**src/rtl/drop_round_ctrl_pkg.sv**
```systemverilog
// Shared definitions for the falling-object round sequencer: state
// encodings, catch window sizes and the LFSR seed/tap set used by spawners.
package drop_round_ctrl_pkg;

    typedef enum logic [2:0] {
        ST_IDLE  = 3'd0,
        ST_COUNT = 3'd1,
        ST_SPAWN = 3'd2,
        ST_FALL  = 3'd3,
        ST_PAUSE = 3'd4,
        ST_OVER  = 3'd5
    } round_state_t;

    // Paddle may sit this far right of the object (inclusive) and still catch.
    localparam logic [11:0] CATCH_WINDOW_RIGHT = 12'd40;
    // Paddle may sit this far left of the object (inclusive) and still catch.
    localparam logic [11:0] CATCH_WINDOW_LEFT  = 12'd100;

    // Non-zero seed; the polynomial is maximal so the register never hits 0.
    localparam logic [15:0] LFSR_SEED = 16'hACE1;

    // x^16+x^14+x^13+x^11+1 with the register shifting toward bit 0:
    // bit 0 <-> x^16, bit 2 <-> x^14, bit 3 <-> x^13, bit 5 <-> x^11.
    localparam logic [15:0] LFSR_TAPS = 16'h002D;

    function automatic logic lfsr_feedback(input logic [15:0] s);
        return ^(s & LFSR_TAPS);
    endfunction

    function automatic logic [15:0] lfsr_advance(input logic [15:0] s);
        return {lfsr_feedback(s), s[15:1]};
    endfunction

    // Unsigned 12-bit distance test; each subtraction is guarded by its compare.
    function automatic logic in_catch_window(input logic [11:0] px,
                                             input logic [11:0] ox);
        if (px >= ox) begin
            return (px - ox) <= CATCH_WINDOW_RIGHT;
        end
        return (ox - px) <= CATCH_WINDOW_LEFT;
    endfunction

endpackage

```
**src/rtl/drop_round_ctrl_lfsr16.sv**
```systemverilog
// 16-bit Fibonacci LFSR, advancing every clock; shared by object spawners.
module lfsr16
    import drop_round_ctrl_pkg::*;
#(
    parameter logic [15:0] SEED = LFSR_SEED
) (
    input  logic        clk,
    input  logic        rst,
    output logic [15:0] state
);

    // Reload the seed on reset, otherwise shift one step per clock.
    always_ff @(posedge clk) begin
        if (rst) begin
            state <= SEED;
        end else begin
            state <= lfsr_advance(state);
        end
    end

endmodule

```
**src/rtl/drop_round_ctrl.sv**
```systemverilog
// Round sequencer for the catch-the-falling-object game: tick divider,
// game FSM, object spawn/fall and catch/miss judging with scoring.
module drop_round_ctrl
    import drop_round_ctrl_pkg::*;
#(
    parameter int TICK_DIV    = 1666666,
    parameter int ROUNDS      = 5,
    parameter int CATCH_Y     = 340,
    parameter int Y_FLOOR     = 440,
    parameter int COUNT_TICKS = 180,
    parameter int X_OFFSET    = 45
) (
    input  logic        clk,
    input  logic        rst,
    input  logic        start,
    input  logic        pause,
    input  logic [11:0] p_x,
    output logic [11:0] obj_x,
    output logic [11:0] obj_y,
    output logic        obj_valid,
    output logic [2:0]  state,
    output logic [3:0]  score,
    output logic [3:0]  miss,
    output logic [1:0]  level,
    output logic        tick
);

    localparam int DIV_W = (TICK_DIV > 1) ? $clog2(TICK_DIV) : 1;
    localparam int CNT_W = $clog2(COUNT_TICKS + 1);

    localparam logic [DIV_W-1:0] DIV_LAST   = DIV_W'(TICK_DIV - 1);
    localparam logic [CNT_W-1:0] COUNT_LAST = CNT_W'(COUNT_TICKS);
    localparam logic [3:0]       ROUND_LAST = 4'(ROUNDS);
    localparam logic [11:0]      CATCH_Y_V  = 12'(CATCH_Y);
    localparam logic [11:0]      FLOOR_V    = 12'(Y_FLOOR);
    localparam logic [11:0]      X_OFFSET_V = 12'(X_OFFSET);

    round_state_t     state_q;
    logic [DIV_W-1:0] div_q;
    logic [CNT_W-1:0] count_q;
    logic [CNT_W-1:0] count_inc;
    logic [3:0]       round_q;
    logic [3:0]       round_inc;
    logic [1:0]       level_inc;
    logic [15:0]      lfsr_state;
    logic             unused_lfsr_bits;
    logic             catch_hit;
    logic             floor_hit;
    logic [11:0]      y_step;
    logic [11:0]      y_next;
    logic [11:0]      spawn_x;

    lfsr16 #(
        .SEED (LFSR_SEED)
    ) u_lfsr (
        .clk   (clk),
        .rst   (rst),
        .state (lfsr_state)
    );

    // Only the low nine bits pick the spawn column.
    assign unused_lfsr_bits = ^lfsr_state[15:9];

    assign tick  = (div_q == DIV_LAST);
    assign state = state_q;

    // Free-running frame divider; wraps on the same cycle that tick is high.
    always_ff @(posedge clk) begin
        if (rst || tick) begin
            div_q <= '0;
        end else begin
            div_q <= div_q + DIV_W'(1);
        end
    end

    // Judge and next-position arithmetic, all taken from the pre-update values.
    always_comb begin
        count_inc = count_q + CNT_W'(1);
        round_inc = round_q + 4'd1;
        level_inc = (level == 2'd3) ? 2'd3 : level + 2'd1;
        catch_hit = (obj_y >= CATCH_Y_V) && in_catch_window(p_x, obj_x);
        floor_hit = (obj_y == FLOOR_V);
        y_step    = obj_y + {10'd0, level} + 12'd1;
        y_next    = (y_step > FLOOR_V) ? FLOOR_V : y_step;
        spawn_x   = {3'd0, lfsr_state[8:0]} + X_OFFSET_V;
    end

    // Game FSM; a pause pulse in FALL wins over a coincident tick.
    always_ff @(posedge clk) begin
        if (rst) begin
            state_q   <= ST_IDLE;
            obj_x     <= '0;
            obj_y     <= '0;
            obj_valid <= 1'b0;
            score     <= '0;
            miss      <= '0;
            level     <= '0;
            count_q   <= '0;
            round_q   <= '0;
        end else begin
            case (state_q)
                ST_IDLE, ST_OVER: begin
                    obj_valid <= 1'b0;
                    if (start) begin
                        score   <= '0;
                        miss    <= '0;
                        level   <= '0;
                        round_q <= '0;
                        count_q <= '0;
                        state_q <= ST_COUNT;
                    end
                end
                ST_COUNT: begin
                    if (tick) begin
                        count_q <= count_inc;
                        if (count_inc == COUNT_LAST) begin
                            state_q <= ST_SPAWN;
                        end
                    end
                end
                ST_SPAWN: begin
                    obj_x     <= spawn_x;
                    obj_y     <= '0;
                    obj_valid <= 1'b1;
                    state_q   <= ST_FALL;
                end
                ST_FALL: begin
                    if (pause) begin
                        state_q <= ST_PAUSE;
                    end else if (tick) begin
                        if (catch_hit) begin
                            score     <= score + 4'd1;
                            level     <= level_inc;
                            round_q   <= round_inc;
                            obj_valid <= 1'b0;
                            state_q   <= (round_inc == ROUND_LAST) ? ST_OVER : ST_SPAWN;
                        end else if (floor_hit) begin
                            miss      <= miss + 4'd1;
                            round_q   <= round_inc;
                            obj_valid <= 1'b0;
                            state_q   <= (round_inc == ROUND_LAST) ? ST_OVER : ST_SPAWN;
                        end else begin
                            obj_y <= y_next;
                        end
                    end
                end
                ST_PAUSE: begin
                    if (pause) begin
                        state_q <= ST_FALL;
                    end
                end
                default: begin
                    state_q <= ST_IDLE;
                end
            endcase
        end
    end

endmodule

```
**config.mk**
```make
export PLATFORM = sky130hd
export DESIGN_NAME = drop_round_ctrl
export DESIGN_NICKNAME = d
export VERILOG_FILES = /design/src/rtl/drop_round_ctrl_pkg.sv /design/src/rtl/drop_round_ctrl_lfsr16.sv /design/src/rtl/drop_round_ctrl.sv
export SDC_FILE = /design/constraint.sdc
export NUM_CORES = 1
export LEC_CHECK = 0
export BUFFER_PORTS_ARGS = -buffer_cell sky130_fd_sc_hd__buf_2
export CAP_MARGIN = 20
export CORE_MARGIN = 4
export CORE_UTILIZATION = 64
export CTS_CLUSTER_SIZE = 40
export DETAILED_ROUTE_END_ITERATION = 8
export GPL_ROUTABILITY_DRIVEN = 1
export PLACE_DENSITY_LB_ADDON = 0.25
export SYNTH_ARGS = -nofsm -noshare
export SYNTH_HDL_FRONTEND = slang
export SYNTH_HIERARCHICAL = 1
export SYNTH_SLANG_ARGS = --single-unit
```
**constraint.sdc**
```tcl
create_clock -name clk -period 6.3 [get_ports clk]
set_input_delay 0.315 -clock clk [delete_from_list [all_inputs] [get_ports clk]]
set_output_delay 0.315 -clock clk [all_outputs]
set_load 0.005 [all_outputs]
```
==> metrics <==
Cells after Synth 664; top achievable clock speed roughly 270 MHz; Final Hold Viols 0; max_cap viols 0; Placement Setup Slack between 2 and 3 ns; Buffers on Ports 52; Slew Viols, Final 0; CP arrival between 3 and 4 ns; Num Clock Sinks 85; first-pass GRT wire length between 20,000 and 25,000 µm; CP Capture Type flip-flop; Die W between 90 and 100 µm; Worst-Margin Slew 1.02 ns; DR pass1 iterations 5; Yosys top cell by area dfxtp_1; GR Util All Layers roughly a quarter; commonest cells after routing, fill and taps aside dfxtp_1, nor2_1, buf_2; Die ar. ~9900 µm²; most common cell after layout, fill and taps aside dfxtp_1; Die Height approximately 100 µm; final instance area roughly 5800 µm²; residual DRC count 0; status finished clean; Post-synth EDFFs 0; CTS buffer count 9; # diodes 0; Worst-Skew Late Latency ~0.36 ns; maximum root-to-sink buffer count 2; pin count of the biggest net entering global routing 61; # IOs between 50 and 60; Netlist Area Pre-Place 5380 µm²; WL final between 10,000 and 15,000 µm; GPL Wtd Cong between 0.8 and 0.9; Worst setup SP type flip-flop; Clock Skews 0.0149 ns; area post-placement about 5600 µm²; area of the core 8180 µm²; WP buf/inv 0; post-synthesis cell type count between 70 and 80; Area Overhead vs Synth 8.57%; FILL cells around 660; post-CTS setup buffer count 0; worst path cell trace ha_1 > nand4_1 > o311ai_0 > a211oi_1 > o211a_1 > o21ai_0 > or3b_1 > a41o_1 > o21ai_0 > a221oi_2; antenna viol nets, final 0; CTS root buf clkbuf_8; Reg clk slew, reported paths about 0.10 ns; CP delay by family, top compound AO/OA/AOI/OAI gates; flops & latches, synth 85; ys async rst share 0%; drt via density roughly 6.1; Seq/Total Area, Yosys approximately a third; Setup WS post-layout approximately 2.6 ns; DR vias around 5.0k; vias in the first global route roughly 4.6k; hold bufs inserted after CTS 0; Initial Utilization between 60% and 70%; post-DP HPWL 8940 µm; initial antenna violation count 0; Synth top area share between 30% and 40%; 1st-iter DRT viols around 290; crit-path max FO 19; crit share post-route between 50% and 60%; HP Class reg2reg; htree depth 3; static leakage 0.00229 µW; CTS tree built; unrepaired setup endpoints after global routing no; Setup Crit Path Kind reg2reg; P per Cell Area between 200 and 250 nW/µm²; Tot Pwr approximately 1500 µW; Crit-path slowest cell o311ai_0; Setup TNS Final 0 ns; Synth area leaders dfxtp_1, ha_1, nor2_1; WL per Instance 15.3 µm; share of layout cells above drive strength 1 ~12%; synthesized area per cell 8.10 µm²; Tmin final 3.68 ns; Synth Flop Type dfxtp_1; cell repeated most along the worst path o21ai_0; Congestion Overflow GR 0; delay of the slowest cell on the worst path just under 0.7 ns; nets 747; Slew HR 31.3%; yosys warns 6; Critical Path RT roughly 6.6 ns; setup violators final 0; standard-cell rows 33; Resized Gates After CTS 0; Peak VDD IR roughly 0.21 mV
registers in the layout, summed over array words and instances (netlist names):
| signal | flops |
|---|---|
| div_q | 21 |
| u_lfsr/state | 16 |
| obj_y | 12 |
| obj_x | 10 |
| count_q | 8 |
| miss | 4 |
| round_q | 4 |
| score | 4 |
| state | 3 |
| level | 2 |
| obj_valid | 1 |
cell type report:
cell class,instances,area [µm²],area share [%]
timing repair buffer,56,288,4.93
sequential,85,1700,29.2
clock buffer,11,141,2.42
multi-input combinational,508,3360,57.6
tap,105,131,2.25
clock inverter,5,60.1,1.03
inverter,40,150,2.57
through the flow:
stage               utilization [%]  hold WS [ns]  cells
finish                         71.4         0.401    810
global route                   71.4         0.428    810
CTS                            71.3         0.395    809
detailed placement             68.9         0.391    793
global placement               68.9         0.388    793
floorplan                         -         0.383    665
path summary, 6_finish.rpt:
| kind | start | endpoint | slack (ns) | cells after the start |
|---|---|---|---|---|
| setup / recovery | obj_x[7]$_SDFFE_PP0P_ | obj_y[4]$_SDFFE_PP0P_ | 2.62 | 10 |
| hold / removal | u_lfsr/state[11]$_SDFF_PP1_ | u_lfsr/state[10]$_SDFF_PP1_ | 0.40 | 1 |
| setup reg to reg | obj_x[7]$_SDFFE_PP0P_ | obj_y[4]$_SDFFE_PP0P_ | 2.62 | 10 |
| hold reg to reg | u_lfsr/state[11]$_SDFF_PP1_ | u_lfsr/state[10]$_SDFF_PP1_ | 0.40 | 1 |
power by group:
| part | switching [µW] | leakage (µW) | total [µW] | internal (µW) |
|---|---|---|---|---|
| clock network | 202 | 0.0000995 | 397 | 195 |
| registers | 41.1 | 0.000691 | 607 | 566 |
| logic | 280 | 0.00150 | 454 | 174 |
synth_stat cells (all sizes together) (3+ instances only):
cell type / n
a211o: 3
a211oi: 7
a21boi: 6
a21o: 8
a21oi: 44
a221oi: 4
a31oi: 9
a32o: 6
and2: 4
and3: 11
buf: 16
clkbuf: 16
dfxtp: 85
ha: 30
inv: 39
mux2i: 6
nand2: 49
nand2b: 10
nand3: 21
nand3b: 4
nand4: 13
nor2: 64
nor2b: 16
nor3: 9
nor3b: 6
nor4: 6
nor4b: 7
o2111ai: 5
o211ai: 6
o21a: 6
o21ai: 37
o31ai: 3
o32ai: 4
or2: 11
or3: 14
or3b: 3
or4: 8
xnor2: 14
xor2: 19
per-layer routing:
metal  routed length, µm  GRT usage [%]  share of wire (%)  vias up
li1                    -              -                  -     2469
met1                5420           32.4                 44     2311
met2                5970           42.8                 48      165
met3                 849           5.05                6.9       18
met4                 151           7.14                1.2        0
met5                   0              0                  0        -
cell families (layout without fill, tap and decap cells):
kind of cell	count (synthesis)	after routing	synth area share (%)
multiplexers	6	6	1.12
AND/OR/NAND/NOR	262	262	26.1
XOR/XNOR	33	33	5.38
flip-flops	85	85	31.7
adder cells (fa/ha/maj)	31	31	7.36
buffers and inverters	72	112	5.84
other	1	2	0.0698
AO/OA/AOI/OAI	174	174	22.4
worst register-to-register path: cells and delay by family, from the launching register on:
| family | cells | cell delay, ns |
|---|---|---|
| AO/OA/AOI/OAI | 7 | 2.26 |
| adder cells (fa/ha/maj) | 1 | 0.63 |
| flip-flops | 1 | 0.36 |
| AND/OR/NAND/NOR | 2 | 0.35 |
No activity file was read; power rests on OpenSTA's default activity.
